==> src/rtl/alu_seq_pkg.sv <==
// alu_seq_pkg: shared constants, state encoding and helpers for the ALU
// operation sequencer and anything that talks to it.
package alu_seq_pkg;

   localparam int DATA_W = 16;

   localparam logic [3:0] FS_NOT_A = 4'b0010;
   localparam logic [3:0] FS_ADD   = 4'b0100;
   localparam logic [3:0] FS_ADDC  = 4'b0101;
   localparam logic [3:0] FS_SUB   = 4'b0110;
   localparam logic [3:0] FS_LSL   = 4'b1011;

   localparam int FLAG_Z = 3;
   localparam int FLAG_C = 2;
   localparam int FLAG_N = 1;
   localparam int FLAG_O = 0;

   typedef enum logic [1:0] {
      IDLE,
      EXEC,
      CAPT,
      RESP
   } seqState_t;

   // In 8-bit mode only the low byte of a value is meaningful; clear the rest.
   function automatic logic [DATA_W-1:0] maskWidth(input logic [DATA_W-1:0] value,
                                                   input logic             wide);
      return wide ? value : {8'h00, value[7:0]};
   endfunction

endpackage

==> src/rtl/alu_seq_iter_ctr.sv <==
// alu_seq_iter_ctr: iteration bookkeeping for the sequencer. A down-counter
// tracks how many extra iterations remain, an up-counter reports how many
// iterations have actually been executed.
module alu_seq_iter_ctr #(
   parameter int MAX_ITER_W = 4
) (
   input  logic                  clock,
   input  logic                  reset,
   input  logic                  load,
   input  logic [MAX_ITER_W-1:0] loadValue,
   input  logic                  decrement,
   output logic                  last,
   output logic [MAX_ITER_W:0]   iterCnt
);

   localparam logic [MAX_ITER_W-1:0] CNT_ONE  = 1;
   localparam logic [MAX_ITER_W:0]   ITER_ONE = 1;

   logic [MAX_ITER_W-1:0] cnt;

   // Load both counters at request accept; each executed iteration bumps iterCnt and consumes one remaining count.
   always_ff @(posedge clock) begin
      if (reset) begin
         cnt     <= '0;
         iterCnt <= '0;
      end else if (load) begin
         cnt     <= loadValue;
         iterCnt <= '0;
      end else if (decrement) begin
         iterCnt <= iterCnt + ITER_ONE;
         if (cnt != '0) begin
            cnt <= cnt - CNT_ONE;
         end
      end
   end

   assign last = (cnt == '0);

endmodule

==> src/rtl/alu_op_sequencer.sv <==
// alu_op_sequencer: drives the ArithmeticLogicUnit for 1..16 back-to-back
// iterations of one operation, feeding ALUOut back into A, then returns the
// final result, the ALU flags and the iteration count over valid/ready.
// Optional feature: define ALU_SEQ_EARLY_EXIT_EN to end the run as soon as
// an iteration produces a zero result.
module alu_op_sequencer
   import alu_seq_pkg::*;
#(
   parameter int MAX_ITER_W = 4
) (
   input  logic                  Clock,
   input  logic                  Reset,
   input  logic                  ReqValid,
   output logic                  ReqReady,
   input  logic [3:0]            ReqOp,
   input  logic                  ReqWide,
   input  logic                  ReqSetFlags,
   input  logic [MAX_ITER_W-1:0] ReqRepeat,
   input  logic [15:0]           ReqA,
   input  logic [15:0]           ReqB,
   output logic [15:0]           AluA,
   output logic [15:0]           AluB,
   output logic [4:0]            FunSel,
   output logic                  WF,
   input  logic [15:0]           ALUOut,
   input  logic [3:0]            FlagsOut,
   output logic                  RspValid,
   input  logic                  RspReady,
   output logic [15:0]           RspData,
   output logic [3:0]            RspFlags,
   output logic [MAX_ITER_W:0]   RspCount
);

   seqState_t state;
   seqState_t nextState;

   logic [15:0]         acc;
   logic [15:0]         opB;
   logic [3:0]          opCode;
   logic                opWide;
   logic                opSetFlags;
   logic                ctrLoad;
   logic                ctrStep;
   logic                ctrLast;
   logic                lastIter;
   logic [MAX_ITER_W:0] iterCnt;

   alu_seq_iter_ctr #(
      .MAX_ITER_W(MAX_ITER_W)
   ) iterCtr (
      .clock    (Clock),
      .reset    (Reset),
      .load     (ctrLoad),
      .loadValue(ReqRepeat),
      .decrement(ctrStep),
      .last     (ctrLast),
      .iterCnt  (iterCnt)
   );

   // State register; a reset anywhere abandons the current request without a response.
   always_ff @(posedge Clock) begin
      if (Reset) begin
         state <= IDLE;
      end else begin
         state <= nextState;
      end
   end

   // Next-state and ALU-facing outputs; the ALU is only driven while iterating so it idles on FunSel=0.
   always_comb begin
      nextState = state;
      ReqReady  = 1'b0;
      RspValid  = 1'b0;
      AluA      = '0;
      AluB      = '0;
      FunSel    = '0;
      WF        = 1'b0;
      ctrLoad   = 1'b0;
      ctrStep   = 1'b0;
      lastIter  = 1'b0;
      case (state)
         IDLE: begin
            ReqReady = 1'b1;
            if (ReqValid) begin
               ctrLoad   = 1'b1;
               nextState = EXEC;
            end
         end
         EXEC: begin
            AluA     = acc;
            AluB     = opB;
            FunSel   = {opWide, opCode};
            WF       = opSetFlags;
            ctrStep  = 1'b1;
`ifdef ALU_SEQ_EARLY_EXIT_EN
            lastIter = ctrLast || (maskWidth(ALUOut, opWide) == 16'h0000);
`else
            lastIter = ctrLast;
`endif
            if (lastIter) begin
               nextState = CAPT;
            end
         end
         CAPT: begin
            nextState = RESP;
         end
         RESP: begin
            RspValid = 1'b1;
            if (RspReady) begin
               nextState = IDLE;
            end
         end
         default: begin
            nextState = IDLE;
         end
      endcase
   end

   // Operand latching, accumulator feedback and response capture. Flags are taken in CAPT because the
   // ALU flag register only reflects the last iteration one edge after its WF.
   always_ff @(posedge Clock) begin
      if (Reset) begin
         acc        <= '0;
         opB        <= '0;
         opCode     <= '0;
         opWide     <= 1'b0;
         opSetFlags <= 1'b0;
         RspData    <= '0;
         RspFlags   <= '0;
         RspCount   <= '0;
      end else begin
         case (state)
            IDLE: begin
               if (ReqValid) begin
                  acc        <= maskWidth(ReqA, ReqWide);
                  opB        <= ReqB;
                  opCode     <= ReqOp;
                  opWide     <= ReqWide;
                  opSetFlags <= ReqSetFlags;
               end
            end
            EXEC: begin
               acc <= maskWidth(ALUOut, opWide);
            end
            CAPT: begin
               RspData  <= acc;
               RspFlags <= FlagsOut;
               RspCount <= iterCnt;
            end
            default: begin
            end
         endcase
      end
   end

endmodule

==> config.mk <==
export PLATFORM = sky130hd
export DESIGN_NAME = alu_op_sequencer
export DESIGN_NICKNAME = d
export VERILOG_FILES = /design/src/rtl/alu_seq_pkg.sv /design/src/rtl/alu_seq_iter_ctr.sv /design/src/rtl/alu_op_sequencer.sv
export SDC_FILE = /design/constraint.sdc
export NUM_CORES = 1
export LEC_CHECK = 0
export ABC_AREA = 1
export CAP_MARGIN = 20
export CORE_AREA = 4 4 129 69
export CTS_CLUSTER_SIZE = 28
export DETAILED_ROUTE_END_ITERATION = 10
export DIE_AREA = 0 0 133 73
export PLACE_DENSITY = 0.78
export SETUP_SLACK_MARGIN = 0.15
export SYNTH_ARGS = -nofsm -noshare
export SYNTH_HDL_FRONTEND = slang
export SYNTH_SLANG_ARGS = --single-unit
==> constraint.sdc <==
create_clock -name Clock -period 2 [get_ports Clock]
set_clock_uncertainty 0.2 [all_clocks]
set_input_delay 0.4 -clock Clock [delete_from_list [all_inputs] [get_ports Clock]]
set_output_delay 0.4 -clock Clock [all_outputs]
set_load 0.1 [all_outputs]
# Word level (Yosys, flattened, before mapping)
# Cells that the tools add are included.
# totals
regBits	74
input_bits	66
out_inout_bits	65
elab_cells	50
# op_classes
add_sub_neg	2
n_eq_ne	6
mux	20
n_reduce_logical	11
# op_table
operator	count
$mux W16	5
$pmux W16 S2	1
$mux W4	3
$pmux W2 S4	1
$mux W1	6
$mux W2	3
$ne A2 B2 Y1 const B	3
$reduce_and A2 Y1	3
$reduce_bool A2 Y1	3
$add A5 B1 Y5 const B	1
$mux W5	1
$eq A2 B2 Y1 const B	2
$logic_not A4 Y1	1
$reduce_bool A4 Y1	1
$sub A4 B1 Y4 const B	1
$reduce_and A3 Y1	1
$eq A2 B1 Y1 const B	1
$logic_not A2 Y1	1
$reduce_or A2 Y1	1

# Longest topological paths before layout
# Gate-level depths: netlist (run 1).
# logic_depth
depth_word	4
depth_mapped	10
mapped_depth_nobuf	8

# Cells and area by module
# A second synthesis (run 1) with hierarchy kept.
# hier_totals
hier_cells	502
hier_area_um2	3462.1
# modules_own_cells
mod	instances	cells_per_inst	area_per_inst_um2	seq_area_each_um2
alu_op_sequencer	1	433	2929.1	1301.2
alu_seq_iter_ctr	1	69	533.0	180.2

# Worst setup path after synthesis (run 1)
# No wires, ideal clock.
# synth_path
kind	reg2reg
from	register state[1]
to	register acc[10]
setup_time_ps	127
arrival_ps	1974
required_ps	1673
path_slack_ps	-302
stages_incl_launch_ff	8
n_path_buf	1
period_less_slack_ps	2302
cell_sequence	dfxtp_1 > inv_1 > ha_1 > buf_4 > nand2_1 > clkinv_1 > a22oi_1 > a21oi_1
# synth_between
elab_chain_len	3
word_cells_on_any_way	6
classes_between	eq/ne (2); mux (1); reduce/logical (3)
# synth_lines
item	line_no	source
start: declaration	alu_op_sequencer.sv:34	seqState_t state;
start signal: assignment	alu_op_sequencer.sv:65	state <= nextState;
$eq A2 B1 Y1 or $logic_not A2 Y1 (tied branches)	alu_op_sequencer.sv:132	case (state)
$reduce_bool A2 Y1 (no line) or $ne A2 B2 Y1 (tied branches)	n/a	
$reduce_and A2 Y1 (no line)	n/a	
end signal: assignment	alu_op_sequencer.sv:135	acc <= maskWidth(ReqA, ReqWide);
end signal: assignment	alu_op_sequencer.sv:143	acc <= maskWidth(ALUOut, opWide);
end: declaration	alu_op_sequencer.sv:37	logic [15:0] acc;
# Parallel ways exist; a longest one is shown, timed or not.
# A chain may end at the register's enable or synchronous reset.

# Final worst setup path (run 1)
# layout_path
from	register state[1]
to	output port FunSel[4]
# layout_between
elab_chain_len	2
# layout_lines
item	line_no	source
$eq A2 B1 Y1	alu_op_sequencer.sv:81	case (state)
$mux W5	alu_op_sequencer.sv:81	
end: declaration	alu_op_sequencer.sv:23	output logic [4:0] FunSel,
# Every way passes these cells.

==> results.py, run 1 <==
metrics = {
    "floorplan": {
        "io_pins": 131,
        "core_area_um2": 7800,
        "die_x_um": 133,
        "fp.dieH_um": 73,
        "start_util": 0.417,
        "core.rowCount": 23,
        "die_area_um2": 9710,
    },
    "placement": {
        "port_buffers": 130,
        "pre_cts_slack_ns": -0.000391,
        "placed_cell_area_um2": 5620,
        "dp_cells": 684,
        "dp_hpwl_um": 7200,
        "place.gp.congestion": 0.831,
    },
    "timing": {
        "rsz0062_at_grt": "yes",
        "finalHoldViolations": 0,
        "slew_violations": 0,
        "period_share": 1.04,
        "holdWs_ns": 0.256,
        "tns_ns": -1.87,
        "fin_ws_ns": -0.0794,
        "setup_viol": 39,
        "worstMarginPinSlew_ns": 0.537,
        "fmax_mhz": 481,
        "relSlewSlack": 0.641,
        "fin_crit_ns": 2.08,
    },
    "min_path": {
        "min_path_type": "reg -> reg",
    },
    "routing": {
        "drc": 0,
        "drtAntennaViolNets": 0,
        "routed-via-count": 3566,
        "drt_iter0_drc": 400,
        "dr.pass1.iters": 5,
        "wl_per_cell_um": 15.8,
        "finalWirelength_um": 11300,
        "viasPerCell": 4.98,
    },
    "power_and_ir_drop": {
        "max-vdd-ir-drop_mv": 0.950,
        "total_power_mw": 10.7,
        "p_int_mw": 5.35,
        "pwr-share-comb": 0.634,
        "p_sw_frac": 0.499,
        "seqPwrFrac": 0.230,
        "leakagePower_nw": 2.54,
        "p_clk_frac": 0.136,
        "powerDensity_nw_per_um2": 1700,
        "p_sw_mw": 5.33,
    },
    "cts": {
        "cts_tree": "done",
        "clkLatencyLatePin_ns": 0.33,
        "cts_hold_buf": 0,
        "numCtsBuffers": 9,
        "cts-root-buf": "clkbuf_16",
        "clk_pin_slew_ns": 0.05,
        "clockBufferDepth": 2,
        "htreeDepth": 3,
        "cts.sinks": 74,
    },
    "critical_path": {
        "cp.arrival_ns": 1.48,
        "crit_fanout": 9,
        "setup.worst_path.class": "reg -> out",
        "end_kind": "output pin",
        "crit_path_start_kind": "flip-flop",
        "crit_required_ns": 1.40,
    },
    "layout": {
        "final_area_um2": 6280,
        "syn2layout_area_growth_pct": 92.9,
        "layout-drive-gt1-share": 0.346,
        "fillCellCount": 478,
        "antenna_cells": 0,
        "stdcell_count": 716,
        "utilization": 0.805,
        "nNetsFinal": 672,
    },
    "logic_synthesis": {
        "syn-cell-area_um2": 3260,
        "synthTopCellsByArea": "dfxtp_1 46%, nor2_1 12%, nand2_1 8.2%",
        "yosysUniqueCellTypes": 28,
        "synth_most_common_cell": "nor2_1",
        "ys.flop_type": "dfxtp_1",
        "yosys_warnings": 0,
        "synth_seq_cells": 74,
        "ys_top_cells_by_count": "103 x nor2_1, 74 x dfxtp_1, 71 x nand2_1",
        "yosysTopAreaCell": "dfxtp_1",
        "synth_top_area_frac": 0.455,
        "ys_seq_area_frac": 0.455,
        "syn_inst": 458,
        "syn_avg_cell_area_um2": 7.11,
        "synth_nets": 531,
        "synthArstFlopShare": 0,
        "synth_edf_count": 0,
    },
    "global_routing": {
        "grt_max_degree": 68,
        "antenna_found_initial": 0,
        "grt_pass1_wl_um": 16500,
        "grt_pass1_vias": 3409,
        "track_usage": 0.217,
        "grt_overflow": 0,
    },
    "run": {
        "maxCapViolCount": 0,
    },
    "run_status": {
        "status": "complete, but fails checks",
        "violations": "negative setup slack",
    },
}
[logic make-up (layout without fill, tap and decap cells)]
group,after synthesis,after routing,share of synthesized area
XOR/XNOR,1,1,0.00269
flip-flops,74,74,0.455
AO/OA/AOI/OAI,106,109,0.178
adder cells (fa/ha/maj),7,7,0.0269
buffers and inverters,84,226,0.115
AND/OR/NAND/NOR,186,187,0.223
[final timing paths]
path,start,endpoint,slack [ns],cells after the start
hold reg to reg,iterCtr.iterCnt[4],iterCtr.iterCnt[4],0.26,1
setup reg to reg,state[1],opB[0],0.19,9
setup / recovery,state[1],FunSel[4],-0.08,6
hold / removal,iterCtr.iterCnt[4],iterCtr.iterCnt[4],0.26,1
[layer usage]
metal	track usage	part of all wire
met4	0.103	0.022
met3	0.0992	0.12
met5	0	0
met2	0.331	0.46
met1	0.263	0.40
[worst max-delay path, cell delays in order, from the launching register on]
cell	delay [ns]
dfxtp_2	0.33
inv_2	0.07
ha_4	0.21
buf_8	0.18
nand2_2	0.08
clkinv_4	0.09
buf_12	0.18
[registers in the layout, indices dropped and copies added (netlist names)]
signal,cells
RspCount,5
acc,16
state,2
RspFlags,4
iterCtr.cnt,4
opCode,4
opB,16
iterCtr.iterCnt,5
opWide,1
RspData,16
opSetFlags,1
[power groups by stage]
stage / sequential, mW / clock, mW / combinational [mW]
floorplan: 3.47 / 0 / 2.98
global placement: 2.43 / 0 / 5.84
detailed placement: 2.45 / 0 / 5.93
CTS: 2.44 / 1.48 / 6.27
global route: 2.51 / 1.52 / 7.11
finish: 2.45 / 1.45 / 6.77
[repair_timing]
action	CTS	global route
gates cloned	2	6
setup buffers	5	3
gates resized for setup	20	24
pin swaps	2	5
endpoints found under the setup margin	76	85
[layout make-up]
class | count | area, um^2 | share of cell area
Clock buffer | 13 | 250 | 0.0399
Sequential cell | 74 | 1490 | 0.237
Tap cell | 112 | 140 | 0.0223
Timing Repair Buffer | 153 | 2300 | 0.366
Inverter | 57 | 368 | 0.0586
Clock inverter | 3 | 15.0 | 0.00239
Multi-Input combinational cell | 304 | 1720 | 0.274
[cell usage in the layout, fill, tap and decap left out, types with 5 or more instances in the layout]
master	n
buf_6	5
nand2_1	32
nor2_1	101
a22oi_1	8
a21oi_1	15
o21ai_0	52
clkinvlp_4	37
dfxtp_1	72
nand2_2	26
a31oi_1	9
o21ai_1	17
inv_2	6
clkdlybuf4s50_1	65
inv_1	11
clkbuf_16	12
nand2_4	15
buf_4	7
buf_12	70
(Power assumes the default switching activity.)
==> inputs of run 2 (changes only) <==
Settings changed: ABC_AREA 1 to default, CAP_MARGIN 20 to default, CORE_AREA 4 4 129 69 to 4 4 127 68, DIE_AREA 0 0 133 73 to 0 0 131 72, PLACE_DENSITY 0.78 to 0.79.
==> run 2 against run 1 <==
  * The run still ends with negative setup slack left
  * Non-clock buffer count grew 2
  * Sequential cell count did not move
  * First-iteration DRC count is 57% lower
  * Die area fell by 2.9%
  * Sequential power fell by 16%
  * Clock power increased by 5%
  * Total power decreased by 24%
  * Via count decreased by 15%
  * Cell count shrank 16%
  * Worst setup slack better by 0.036 ns
  * Wire length shrank 13%
  * Sequential share of layout area up 1.4 points
  * Critical endpoint is now AluA[5]
  * Largest cell class unchanged
==> results.py, run 2 <==
metrics = {
    "cts": {
        "htreeDepth": 3,
        "cts.sinks": 74,
        "clockBufferDepth": 2,
        "cts-root-buf": "clkbuf_16",
        "numCtsBuffers": 9,
        "clk_pin_slew_ns": 0.06,
        "clkLatencyLatePin_ns": 0.32,
        "cts_tree": "done",
    },
    "placement": {
        "place.gp.congestion": 0.821,
        "pre_cts_slack_ns": 0.0362,
        "port_buffers": 130,
        "dp_hpwl_um": 7170,
    },
    "layout": {
        "largestRegisters": "RspData (16), acc (16), opB (16)",
        "nNetsFinal": 572,
        "fillCellCount": 502,
        "antenna_cells": 0,
        "syn2layout_area_growth_pct": 85.9,
        "layout-drive-gt1-share": 0.327,
        "final_cell_mix": "71 x buf_12, 70 x dfxtp_1, 64 x clkdlybuf4s50_1",
        "layout_commonest_cell": "buf_12",
    },
    "floorplan": {
        "core.rowCount": 23,
        "core_area_um2": 7680,
        "start_util": 0.416,
        "io_pins": 131,
        "die_area_um2": 9430,
        "fp.dieH_um": 72,
        "die_x_um": 131,
    },
    "routing": {
        "drt_iter0_drc": 172,
        "dr.pass1.iters": 4,
        "drtAntennaViolNets": 0,
        "drc": 0,
        "finalWirelength_um": 9870,
        "wl_per_cell_um": 16.3,
        "routed-via-count": 3043,
        "viasPerCell": 5.04,
    },
    "critical_path": {
        "crit_required_ns": 1.40,
        "setup.worst_path.class": "reg -> out",
        "cp.arrival_ns": 1.44,
        "crit_path_start_kind": "flip-flop",
        "crit_fanout": 13,
        "end_kind": "output pin",
    },
    "power_and_ir_drop": {
        "p_int_mw": 4.72,
        "leakagePower_nw": 2.31,
        "total_power_mw": 8.14,
        "p_clk_frac": 0.186,
        "p_sw_mw": 3.42,
        "p_sw_frac": 0.420,
        "seqPwrFrac": 0.254,
        "max-vdd-ir-drop_mv": 0.792,
        "pwr-share-comb": 0.560,
        "powerDensity_nw_per_um2": 1370,
    },
    "timing": {
        "tns_ns": -1.05,
        "relSlewSlack": 0.772,
        "rsz0062_at_grt": "yes",
        "fmax_mhz": 489,
        "finalHoldViolations": 0,
        "worstMarginPinSlew_ns": 0.342,
        "slew_violations": 0,
        "fin_crit_ns": 2.04,
        "holdWs_ns": 0.230,
        "fin_ws_ns": -0.0437,
        "period_share": 1.02,
        "setup_viol": 37,
    },
    "logic_synthesis": {
        "synth_top_area_frac": 0.464,
        "synth_edf_count": 0,
        "synth_mux_area_frac": 0.116,
        "synth_xor_area_frac": 0.0110,
        "synthTopCellsByArea": "dfxtp_1 46%, mux2i_1 11%, and2_1 7.6%",
        "yosysTopAreaCell": "dfxtp_1",
        "synth_most_common_cell": "dfxtp_1",
        "synth_nets": 435,
        "yosysUniqueCellTypes": 31,
        "ys.flop_type": "dfxtp_1",
        "synthAdderAreaFrac": 0.0274,
        "syn_inst": 362,
        "synthArstFlopShare": 0,
        "synth_seq_cells": 74,
        "synthSimpleGateAreaFrac": 0.231,
        "ys_top_cells_by_count": "74 x dfxtp_1, 47 x nand2_1, 46 x nor2_1",
        "synth_compound_area_frac": 0.109,
        "syn_avg_cell_area_um2": 8.82,
        "syn-cell-area_um2": 3190,
        "yosys_warnings": 0,
        "ys_seq_area_frac": 0.464,
        "synth_top_family_by_area": "simple AND/OR/NAND/NOR gates",
    },
    "global_routing": {
        "grt_pass1_wl_um": 15400,
        "track_usage": 0.209,
        "antenna_found_initial": 0,
        "grt_max_degree": 50,
        "grt_pass1_vias": 3043,
        "grt_overflow": 0,
    },
    "run_status": {
        "violations": "negative setup slack",
        "status": "complete, but fails checks",
    },
    "run": {
        "maxCapViolCount": 0,
    },
    "min_path": {
        "min_path_type": "in -> reg",
    },
}
## run 2: cell count changes after synthesis, sizes merged, moves of 5 or more
cell / previous run / this run
and2: 0 / 39
buf: 16 / 10
a211oi: 0 / 20
o21ai: 72 / 0
nor2: 103 / 46
a21oi: 17 / 22
inv: 55 / 4
mux2i: 0 / 36
clkbuf: 11 / 19
nand2: 74 / 47
a31oi: 9 / 0
## run 2: final cells by class
| cell class | instances | area [um^2] | share of cell area |
|---|---|---|---|
| clock buffers | 13 | 240 | 0.0405 |
| clock inverters | 3 | 40.0 | 0.00674 |
| inverters | 4 | 15.0 | 0.00253 |
| multi-input cells | 255 | 1780 | 0.299 |
| flip-flops and latches | 74 | 1490 | 0.251 |
| well taps | 100 | 125 | 0.0211 |
| repair buffers | 155 | 2250 | 0.379 |
## run 2: what timing repair did
action / 4_1_cts / 5_1_grt
hold buffers: 0 / 0
setup endpoints to repair: 52 / 73
gates resized for setup: 15 / 15
setup buffers: 5 / 6
cloned: 1 / 0
pin swaps: 10 / 11
## run 2: metrics by stage
| stage | area (um^2) | instances | utilization |
|---|---|---|---|
| after floorplan | 3360 | 362 | - |
| after global placement | 5420 | 576 | 0.706 |
| after detailed placement | 5420 | 576 | 0.706 |
| after CTS | 5830 | 598 | 0.759 |
| after global routing | 5940 | 604 | 0.773 |
| final | 5940 | 604 | 0.773 |
## run 2: path summary, 6_finish.rpt
| kind | start | to | slack [ns] | cells after the start |
|---|---|---|---|---|
| setup / recovery | state[1] | AluA[5] | -0.04 | 5 |
| hold / removal | Reset | state[0] | 0.23 | 2 |
| setup reg to reg | state[0] | acc[6] | 0.14 | 5 |
| hold reg to reg | opB[8] | opB[8] | 0.26 | 2 |
## run 2: cell families (layout without fill, tap and decap cells)
| family | after synthesis | in the layout |
|---|---|---|
| AND/OR/NAND/NOR | 154 | 154 |
| flip-flops | 74 | 74 |
| AO/OA/AOI/OAI | 53 | 53 |
| multiplexers | 37 | 37 |
| buffers and inverters | 33 | 175 |
| adder cells (fa/ha/maj) | 7 | 7 |
| XOR/XNOR | 4 | 4 |
## run 2: worst max-delay path: stages, from the launching register on
cell	delay, ns
dfxtp_2	0.32
inv_2	0.07
ha_4	0.22
buf_12	0.17
and2_4	0.16
buf_12	0.16
## run 2: layer usage
layer,share of wire,routed length [um],GRT usage
met1,0.45,4400,0.266
met2,0.45,4470,0.331
met3,0.090,890,0.0824
met4,0.011,108,0.0582
met5,0,0,0
## run 2: power by group through the flow
| stage | combinational, mW | clock (mW) | sequential [mW] |
|---|---|---|---|
| after floorplan | 2.53 | 0 | 2.29 |
| after global placement | 4.01 | 0 | 2.04 |
| after detailed placement | 4.10 | 0 | 2.06 |
| after CTS | 4.37 | 1.56 | 2.05 |
| after global routing | 4.80 | 1.61 | 2.11 |
| final | 4.55 | 1.52 | 2.07 |
